==> src/rtl/pipe_stage_skid_reg.sv <==
// Pipeline boundary register with a valid/ready handshake, a 2-entry skid
// buffer and a synchronous flush. Ports: clk, rst_n, in_valid/in_ready/
// in_data/in_ctrl (upstream), flush, out_valid/out_ready/out_data/out_ctrl
// (downstream), stall_cnt (only when PIPE_STALL_CNT_EN is defined).
module pipe_stage_skid_reg #(
  parameter int DATA_W = 32,
  parameter int CTRL_W = 8,
  parameter int CNT_W  = 16
) (
  input  logic              clk,
  input  logic              rst_n,
  input  logic              in_valid,
  output logic              in_ready,
  input  logic [DATA_W-1:0] in_data,
  input  logic [CTRL_W-1:0] in_ctrl,
  input  logic              flush,
  output logic              out_valid,
  input  logic              out_ready,
  output logic [DATA_W-1:0] out_data,
  output logic [CTRL_W-1:0] out_ctrl
`ifdef PIPE_STALL_CNT_EN
  ,
  output logic [CNT_W-1:0]  stall_cnt
`endif
);

  if (DATA_W < 1 || CTRL_W < 1 || CNT_W < 1) begin : g_bad_param
    $error("pipe_stage_skid_reg: widths must be >= 1");
  end

  logic              main_valid;
  logic              skid_valid;
  logic [DATA_W-1:0] skid_data;
  logic [CTRL_W-1:0] skid_ctrl;
  logic              acc_in;
  logic              main_free;

  // in_ready comes straight from a flop: no path from out_ready.
  assign in_ready  = !skid_valid;
  assign out_valid = main_valid;
  assign acc_in    = in_valid & !skid_valid;
  // Main slot can take a new entry this edge (empty or draining).
  assign main_free = !main_valid | out_ready;

  always_ff @(posedge clk or negedge rst_n) begin
    if (!rst_n) begin
      main_valid <= 1'b0;
      skid_valid <= 1'b0;
      out_data   <= '0;
      out_ctrl   <= '0;
      skid_data  <= '0;
      skid_ctrl  <= '0;
    end else if (flush) begin
      // Kill both entries; data is left alone, ctrl is zeroed.
      main_valid <= 1'b0;
      skid_valid <= 1'b0;
      out_ctrl   <= '0;
      skid_ctrl  <= '0;
    end else if (main_free) begin
      if (skid_valid) begin
        // Skid drains first to keep FIFO order.
        main_valid <= 1'b1;
        out_data   <= skid_data;
        out_ctrl   <= skid_ctrl;
        skid_valid <= 1'b0;
      end else if (acc_in) begin
        main_valid <= 1'b1;
        out_data   <= in_data;
        out_ctrl   <= in_ctrl;
      end else begin
        main_valid <= 1'b0;
        out_ctrl   <= '0;
      end
    end else if (acc_in) begin
      skid_valid <= 1'b1;
      skid_data  <= in_data;
      skid_ctrl  <= in_ctrl;
    end
  end

`ifdef PIPE_STALL_CNT_EN
  always_ff @(posedge clk or negedge rst_n) begin
    if (!rst_n) begin
      stall_cnt <= '0;
    end else if (main_valid && !out_ready && !flush
                 && stall_cnt != {CNT_W{1'b1}}) begin
      stall_cnt <= stall_cnt + 1'b1;
    end
  end
`endif

endmodule
==> config.mk <==
export PLATFORM = sky130hd
export DESIGN_NAME = pipe_stage_skid_reg
export DESIGN_NICKNAME = d
export VERILOG_FILES = /design/src/rtl/pipe_stage_skid_reg.sv
export SDC_FILE = /design/constraint.sdc
export NUM_CORES = 1
export LEC_CHECK = 0
export BUFFER_PORTS_ARGS = -buffer_cell sky130_fd_sc_hd__buf_4
export CORE_ASPECT_RATIO = 0.9
export CORE_MARGIN = 8
export CORE_UTILIZATION = 60
export CTS_BUF_LIST = sky130_fd_sc_hd__clkbuf_4 sky130_fd_sc_hd__clkbuf_8
export DETAILED_ROUTE_END_ITERATION = 8
export GPL_TIMING_DRIVEN = 0
export MAX_ROUTING_LAYER = met4
export PLACE_DENSITY = 0.88
export RECOVER_POWER = 25
export SYNTH_ARGS = -nofsm -noshare
export SYNTH_HDL_FRONTEND = slang
export SYNTH_SLANG_ARGS = --single-unit
==> constraint.sdc <==
create_clock -name clk -period 2.4 [get_ports clk]
set_input_delay 0.36 -clock clk [delete_from_list [all_inputs] [get_ports clk]]
set_output_delay 0.36 -clock clk [all_outputs]
set_load 0.005 [all_outputs]
== Word level (Yosys, flattened, before mapping) ==
Cells that the tools add are included.

* Eq/ne operators: 1
* Mux-type cells: 16
* Bitwise logic cells: 4
* Reductions and logical operators: 9

{| class="wikitable"
|+ Operator list
! operator !! count
|-
| two-way mux 32 bit || 2
|-
| two-way mux 8 bit || 7
|-
| two-way mux 1 bit || 7
|-
| AND reduction 3 bit || 2
|-
| nonzero test 2 bit || 3
|-
| nonzero test 3 bit || 1
|-
| zero test 1 bit || 2
|-
| inequality test 2 bit, second input constant || 1
|-
| inverter 1 bit || 2
|-
| AND reduction 2 bit || 1
|-
| AND 1 bit || 1
|-
| bitwise OR 1 bit || 1
|}

* Bits in registers: 82
* Bits of input ports: 45
* Output and inout bits: 42
* Word-level logic and storage cells: 36

== Logic depth before layout (Yosys ltp) ==
Gate-level depths: netlist of the first run.

* Depth in word-level cells: 6
* Depth in mapped cells: 5

== Worst setup path before layout of the first run ==
Ideal clock, no wire load.

* Kind: flip-flop to flip-flop
* Start point: register main_valid, in the netlist out_valid
* End point: register skid_data[10]
* Setup time: 0.125 ns
* Arrival time: 1.243 ns
* Required time: 2.275 ns
* Path slack: 1.031 ns
* Stages on the path, launching flop included: 6
* Buffers on the path: 2
* Clock period less this slack: 1.369 ns
* Path through: dfrtp_1 -> nor2b_4 -> buf_6 -> nand3b_4 -> buf_6 -> mux2_4

* Cells in the longest elaborated chain, start to end: 4

{| class="wikitable"
|+ RTL lines
! element !! line !! RTL
|-
| from (decl) || 31 || <nowiki>logic main_valid;</nowiki>
|-
| from (signal assigned) || 47 || <nowiki>main_valid <= 1'b0;</nowiki>
|-
| from (signal assigned) || 55 || <nowiki>main_valid <= 1'b0;</nowiki>
|-
| from (signal assigned) || 62 || <nowiki>main_valid <= 1'b1;</nowiki>
|-
| zero test 1 bit || 43 || <nowiki>assign main_free = !main_valid | out_ready;</nowiki>
|-
| bitwise OR 1 bit || 43 ||
|-
| inverter 1 bit (no line) || - ||
|-
| AND reduction 3 bit (no line) || - ||
|-
| to (signal assigned) || 76 || <nowiki>skid_data <= in_data;</nowiki>
|-
| to (decl) || 33 || <nowiki>logic [DATA_W-1:0] skid_data;</nowiki>
|}

Every way passes these cells.
A chain may end at the register's enable or synchronous reset.

== Final worst setup path of the first run ==
* Start point: register skid_valid
* End point: output in_ready

* Cells in the longest elaborated chain, start to end: 1

{| class="wikitable"
|+ RTL lines
! element !! line !! RTL
|-
| from (decl) || 32 || <nowiki>logic skid_valid;</nowiki>
|-
| from (signal assigned) || 48 || <nowiki>skid_valid <= 1'b0;</nowiki>
|-
| from (signal assigned) || 56 || <nowiki>skid_valid <= 1'b0;</nowiki>
|-
| from (signal assigned) || 65 || <nowiki>skid_valid <= 1'b0;</nowiki>
|-
| zero test 1 bit || 39 || <nowiki>assign in_ready = !skid_valid;</nowiki>
|-
| to (decl) || 13 || <nowiki>output logic in_ready,</nowiki>
|}

Every way passes these cells.

==> results of run 1 <==
## how the worst max path moves through the flow
stage          slack [ps]       endpoint  depth (start not counted)
2_1_floorplan        1030  skid_data[10]                          5
3_3_place_gp          800   out_data[24]                          5
3_5_place_dp          770   out_data[25]                          5
4_1_cts               740       in_ready                          4
5_1_grt               660       in_ready                          4
6_report              760       in_ready                          4
## per-stage QoR
stage          worst slack [ps]  power [uW]  hold WS [ps]  util, %  area (um^2)
6_report                  758.2        3681         163.2    77.30         4648
5_1_grt                   659.1        3858         211.2    77.30         4648
4_1_cts                   735.3        3727         200.7    77.30         4648
3_5_place_dp              772.8        2603         486.2    73.51         4420
3_3_place_gp              800.3        2555         481.8    73.51         4420
2_1_floorplan              1031        2224         64.41        -         3685
## power groups by stage
stage               registers (uW)  clock network, uW  logic (uW)
finish                        1800               1110         766
global route                  1830               1190         831
CTS                           1800               1140         783
detailed placement            1820                  0         781
global placement              1800                  0         750
floorplan                     1800                  0         428
## cells by family after synthesis
logic type | count (synthesis) | share of synthesized area, %
flops | 82 | 55.69
simple gates | 23 | 4.279
buf+inv | 16 | 3.192
mux | 96 | 32.39
compound gates | 19 | 4.448
## routing by layer
layer  track usage, %  vias up
met1            21.28     1179
met2            28.43       75
met5                -        -
met4            5.236        0
li1                 -     1050
met3            7.242        6
## area by class of cell
type,count,area (um^2)
plain buffers,15,113.9
fillers,393,1365
flip-flops and latches,82,2052
repair buffers,86,645.6
clock inverters,6,90.09
inverters,1,3.754
clock buffers,10,137.6
multi-input cells,138,1515
well taps,72,90.09
## synth_stat cells (all sizes together)
| cell | n |
|---|---|
| nor2b | 2 |
| clkbuf | 1 |
| mux2 | 96 |
| nor2 | 10 |
| a22o | 8 |
| nand3b | 1 |
| inv | 1 |
| nand2b | 1 |
| a221oi | 8 |
| nor3 | 8 |
| buf | 14 |
| a21oi | 1 |
| o21bai | 2 |
| dfrtp | 82 |
| nor3b | 1 |
## placed cells by master (no fill, tap or decap), types with 2 or more instances in the layout
cell type   n
nor2_1      9
a221oi_1    8
clkinv_4    2
buf_6       5
buf_2       4
nor3_1      8
dfrtp_1    82
clkbuf_8   10
mux2_2     66
nor2b_4     2
a22o_1      8
mux2_4     30
buf_4      90
bufinv_16   2
## registers in the layout, summed over array words and instances, names as in the netlist
register,count
out_ctrl,8
skid_valid,1
out_valid,1
skid_data,32
out_data,32
skid_ctrl,8
## worst reg2reg max path, cell delays in order (launching register included)
cell	delay, ps
dfrtp_1	330
buf_4	150
buf_2	270
mux2_2	380
mux2_2	270
==> flow_summary.ini, run 1 <==
[clock_network]
cts-root-buf = clkbuf_8
ctsResizeCount = 0
clkTransAtPathRegs_ps = 90
clk_latency_ps = 350
cts_sinks = 82
post_cts_buffers = 0
clk_path_buf_depth = 2
postCtsHoldBufs = 0
cts_buffers = 9
cts_tree = yes
ctsHtreeMaxLevel = 3

[detailed_routing]
wire_per_inst_um = 18.52
met1Wirelength_um = 3373
drt_iter0_drc = 80
top_layer_used = met4
route.met3.wl_um = 457
detail_route.drc_violations = 0
num_vias = 2310
wl_um = 7594
ant_nets = 0
wl_met2_um = 3722
first_pass_iters = 4
viasPerCell = 5.634

[sta]
maxSlewHeadroom_pct = 33.64
slew_violations = 0
rsz0062_at_grt = false
max_freq_mhz = 609.1
layout_worst_path_cycle_share_pct = 68.41
worst_slew_pin_slew_ps = 995.3
period_minus_slack_ps = 1642
tns_ps = 0
hold_violations = 0
finalSetupViolations = 0
finClkSkew_ps = 11.28

[global_routing]
grt_pass1_vias = 2510
grtUsageTotal_pct = 18.21
overflow = 0
grt_max_degree = 83
grt_pass1_wl_um = 12560
antenna_found_initial = 0

[logic_synthesis]
synth_top_cell_area_share_pct = 55.69
yosys_warnings = 0
yosysTopAreaCell = dfrtp_1
syn_nets = 281
ys_types = 21
postSynthCellCount = 236
synthTopCellsByArea = dfrtp_1, mux2_2, mux2_4
avgSynthCellArea_um2 = 15.61
ys_seq_elements = 82
syn_area_um2 = 3685
synth_seq_area_share_pct = 55.69

[finish]
syn2layout_area_growth_pct = 26.15
final_nets = 378
final_cells = 410
diodes = 0
drive_gt1_share_pct = 64.20

[worst_setup_path]
crit_required_ps = 2040
cpLargestDelayFamily = buffers and inverters
r2r_start = skid_valid
r2r_cells = 4
path_common_cell = buf_4
crit_path_max_fanout = 10
cp.arrival_ps = 1280
r2r_slack_ps = 880
cp_num_buf_inv = 4
cp_cell_sequence = buf_4 -> buf_2 -> inv_1 -> buf_4
crit_type = reg2out
rr_endpoint = out_data[9]
crit_slowest_cell = dfrtp_1
critPathMaxStageDelay_ps = 330
startpoint_type = flop
end_kind = output pin
cp-startpoint = skid_valid

[pwr]
pwr-share-clk_pct = 30.2
seqPwrFrac_pct = 49.0
p_per_area_nw_per_um2 = 791.8
p_switching_uw = 889.6
p_leak_uw = 0.002275
intPower_uw = 2791
swShare_pct = 24.17
combPwrFrac_pct = 20.8
ir_drop_uv = 497.0

[placement]
io_buffers = 86
placedCellCount = 394
dp_hpwl_um = 5431
routabilityCongestion = 0.7451

[floorplanning]
start_util_pct = 61.28
num_io_pins = 87
core-area_um2 = 6013
num_rows = 27
die_w_um = 98.61
die_area_um2 = 8908
die_height_um = 90.35

[job]
drv_cap = 0

[outcome]
status = finished clean

[hold_path]
hold_path.class = in2async
Power figures use the tool's default switching activity.
==> inputs of run 2 (changes only) <==
Settings changed: CORE_UTILIZATION 60 to 55, PLACE_DENSITY 0.88 to 0.81.
Clock period 2.4 ns to 1.7 ns, I/O delays scaled along.
==> run 2 against run 1 <==
Against the previous run:
- design area is 0.54% lower
- final cell count is 4.4% higher
- clock power is 14% higher
- worst hold slack worse by 53 ps
- non-clock buffer count stayed put
- power is 33% higher
- register-to-register slack worse by 680 ps
- setup slack worse by 560 ps
- largest cell class unchanged
- largest power group unchanged
- sequential share of layout area is 0.24 points higher
- clock skew is 4.5 ps lower
- core utilization is 6.4 points lower
- sequential power is 41% higher
==> flow_summary.ini, run 2 (synthesis results as in run 1) <==
[detailed_routing]
wl_um = 7342
drt_iter0_drc = 56
first_pass_iters = 4
wire_per_inst_um = 17.15
ant_nets = 0
detail_route.drc_violations = 0
viasPerCell = 5.271
num_vias = 2256

[floorplanning]
die_area_um2 = 9579
core-area_um2 = 6516
die_w_um = 102.3
num_io_pins = 87
num_rows = 28
start_util_pct = 56.55
die_height_um = 93.65

[clock_network]
clkTransAtPathRegs_ps = 80
ctsResizeCount = 0
clk_path_buf_depth = 2
clk_latency_ps = 340
cts-root-buf = clkbuf_8
cts_buffers = 9
cts_tree = yes
ctsHtreeMaxLevel = 3
post_cts_buffers = 0
postCtsHoldBufs = 0
cts_sinks = 82

[finish]
final_nets = 378
final_cell_mix = buf_4, dfrtp_1, mux2_2, mux2_4, clkbuf_8
syn2layout_area_growth_pct = 25.47
diodes = 0
final_cells = 428
final_common_cell = buf_4
drive_gt1_share_pct = 64.20
largestRegisters = out_data (32), skid_data (32)

[pwr]
ir_drop_uv = 551.4
p_leak_uw = 0.002247
p_per_area_nw_per_um2 = 1057

[sta]
finalSetupViolations = 0
max_freq_mhz = 666.3
hold_violations = 0
period_minus_slack_ps = 1501
rsz0062_at_grt = false
worst_slew_pin_slew_ps = 1097
tns_ps = 0
finClkSkew_ps = 6.781
slew_violations = 0
layout_worst_path_cycle_share_pct = 88.29
maxSlewHeadroom_pct = 26.88

[worst_setup_path]
rr_endpoint = skid_ctrl[3]
critPathMaxStageDelay_ps = 520
cp_num_buf_inv = 2
end_kind = flop
crit_path_max_fanout = 10
cp_cell_sequence = buf_4 -> nor2b_4 -> buf_6 -> a21oi_1 -> a22o_1
startpoint_type = flop
crit_slowest_cell = a21oi_1
r2r_start = skid_valid
r2r_cells = 5
r2r_slack_ps = 200
crit_type = reg2reg
cp.arrival_ps = 1770
cpLargestDelayFamily = compound AO/OA/AOI/OAI gates
crit_required_ps = 1970

[hold_path]
hold_path.class = in2async

[global_routing]
overflow = 0
grtUsageTotal_pct = 16.63
grt_pass1_wl_um = 12060
grt_pass1_vias = 2424
grt_max_degree = 83
antenna_found_initial = 0

[outcome]
status = finished clean

[job]
drv_cap = 0

[placement]
routabilityCongestion = 0.7538
io_buffers = 86
dp_hpwl_um = 5340
placedCellCount = 412
[run 2: changes by cell type in the layout (fill, tap and decap cells not counted), sizes merged]
cell,before,now
bufinv,2,0
buf,100,99
clkinvlp,1,3
clkinv,3,1
clkbuf,11,14
[run 2: metal layers]
metal / share of wire, % / GRT usage, % / wire [um]
met1: 45 / 21.07 / 3317
met2: 47 / 24.99 / 3446
met3: 6.7 / 4.889 / 495
met4: 1.1 / 5.495 / 82
met5: 0 / - / 0
[run 2: where the power goes]
part	switching [uW]	total, uW	internal (uW)
clock network	670	1270	601
logic	341	1080	737
registers	206	2540	2330
total	1220	4890	3670
[run 2: layout make-up]
cell class | instances | area [um^2]
flip-flops and latches | 82 | 2052
fillers | 491 | 1893
multi-input cells | 138 | 1515
repair buffers | 86 | 645.6
clock buffers | 12 | 152.6
plain buffers | 15 | 113.9
well taps | 90 | 112.6
clock inverters | 4 | 27.53
inverters | 1 | 3.754
[run 2: through the flow]
stage / setup slack, ps / util [%] / power [uW] / hold WS [ps] / instance area (um^2)
floorplan: 331.5 / - / 3140 / -40.59 / 3685
global placement: 193.7 / 68.18 / 3612 / 481.9 / 4443
detailed placement: 188.2 / 68.18 / 3667 / 488.2 / 4443
CTS: 167.9 / 70.95 / 4952 / 110.7 / 4623
global route: 93.75 / 70.95 / 5131 / 135.9 / 4623
finish: 199.1 / 70.95 / 4888 / 109.9 / 4623
[run 2: worst max path at each step]
stage | cells past startpoint | slack (ps) | start | to
floorplan | 5 | 330 | out_valid | skid_data[10]
global placement | 5 | 190 | flush | out_data[23]
detailed placement | 5 | 190 | flush | out_data[13]
CTS | 4 | 170 | skid_valid | in_ready
global route | 5 | 90 | skid_valid | skid_ctrl[0]
finish | 5 | 200 | skid_valid | skid_ctrl[3]
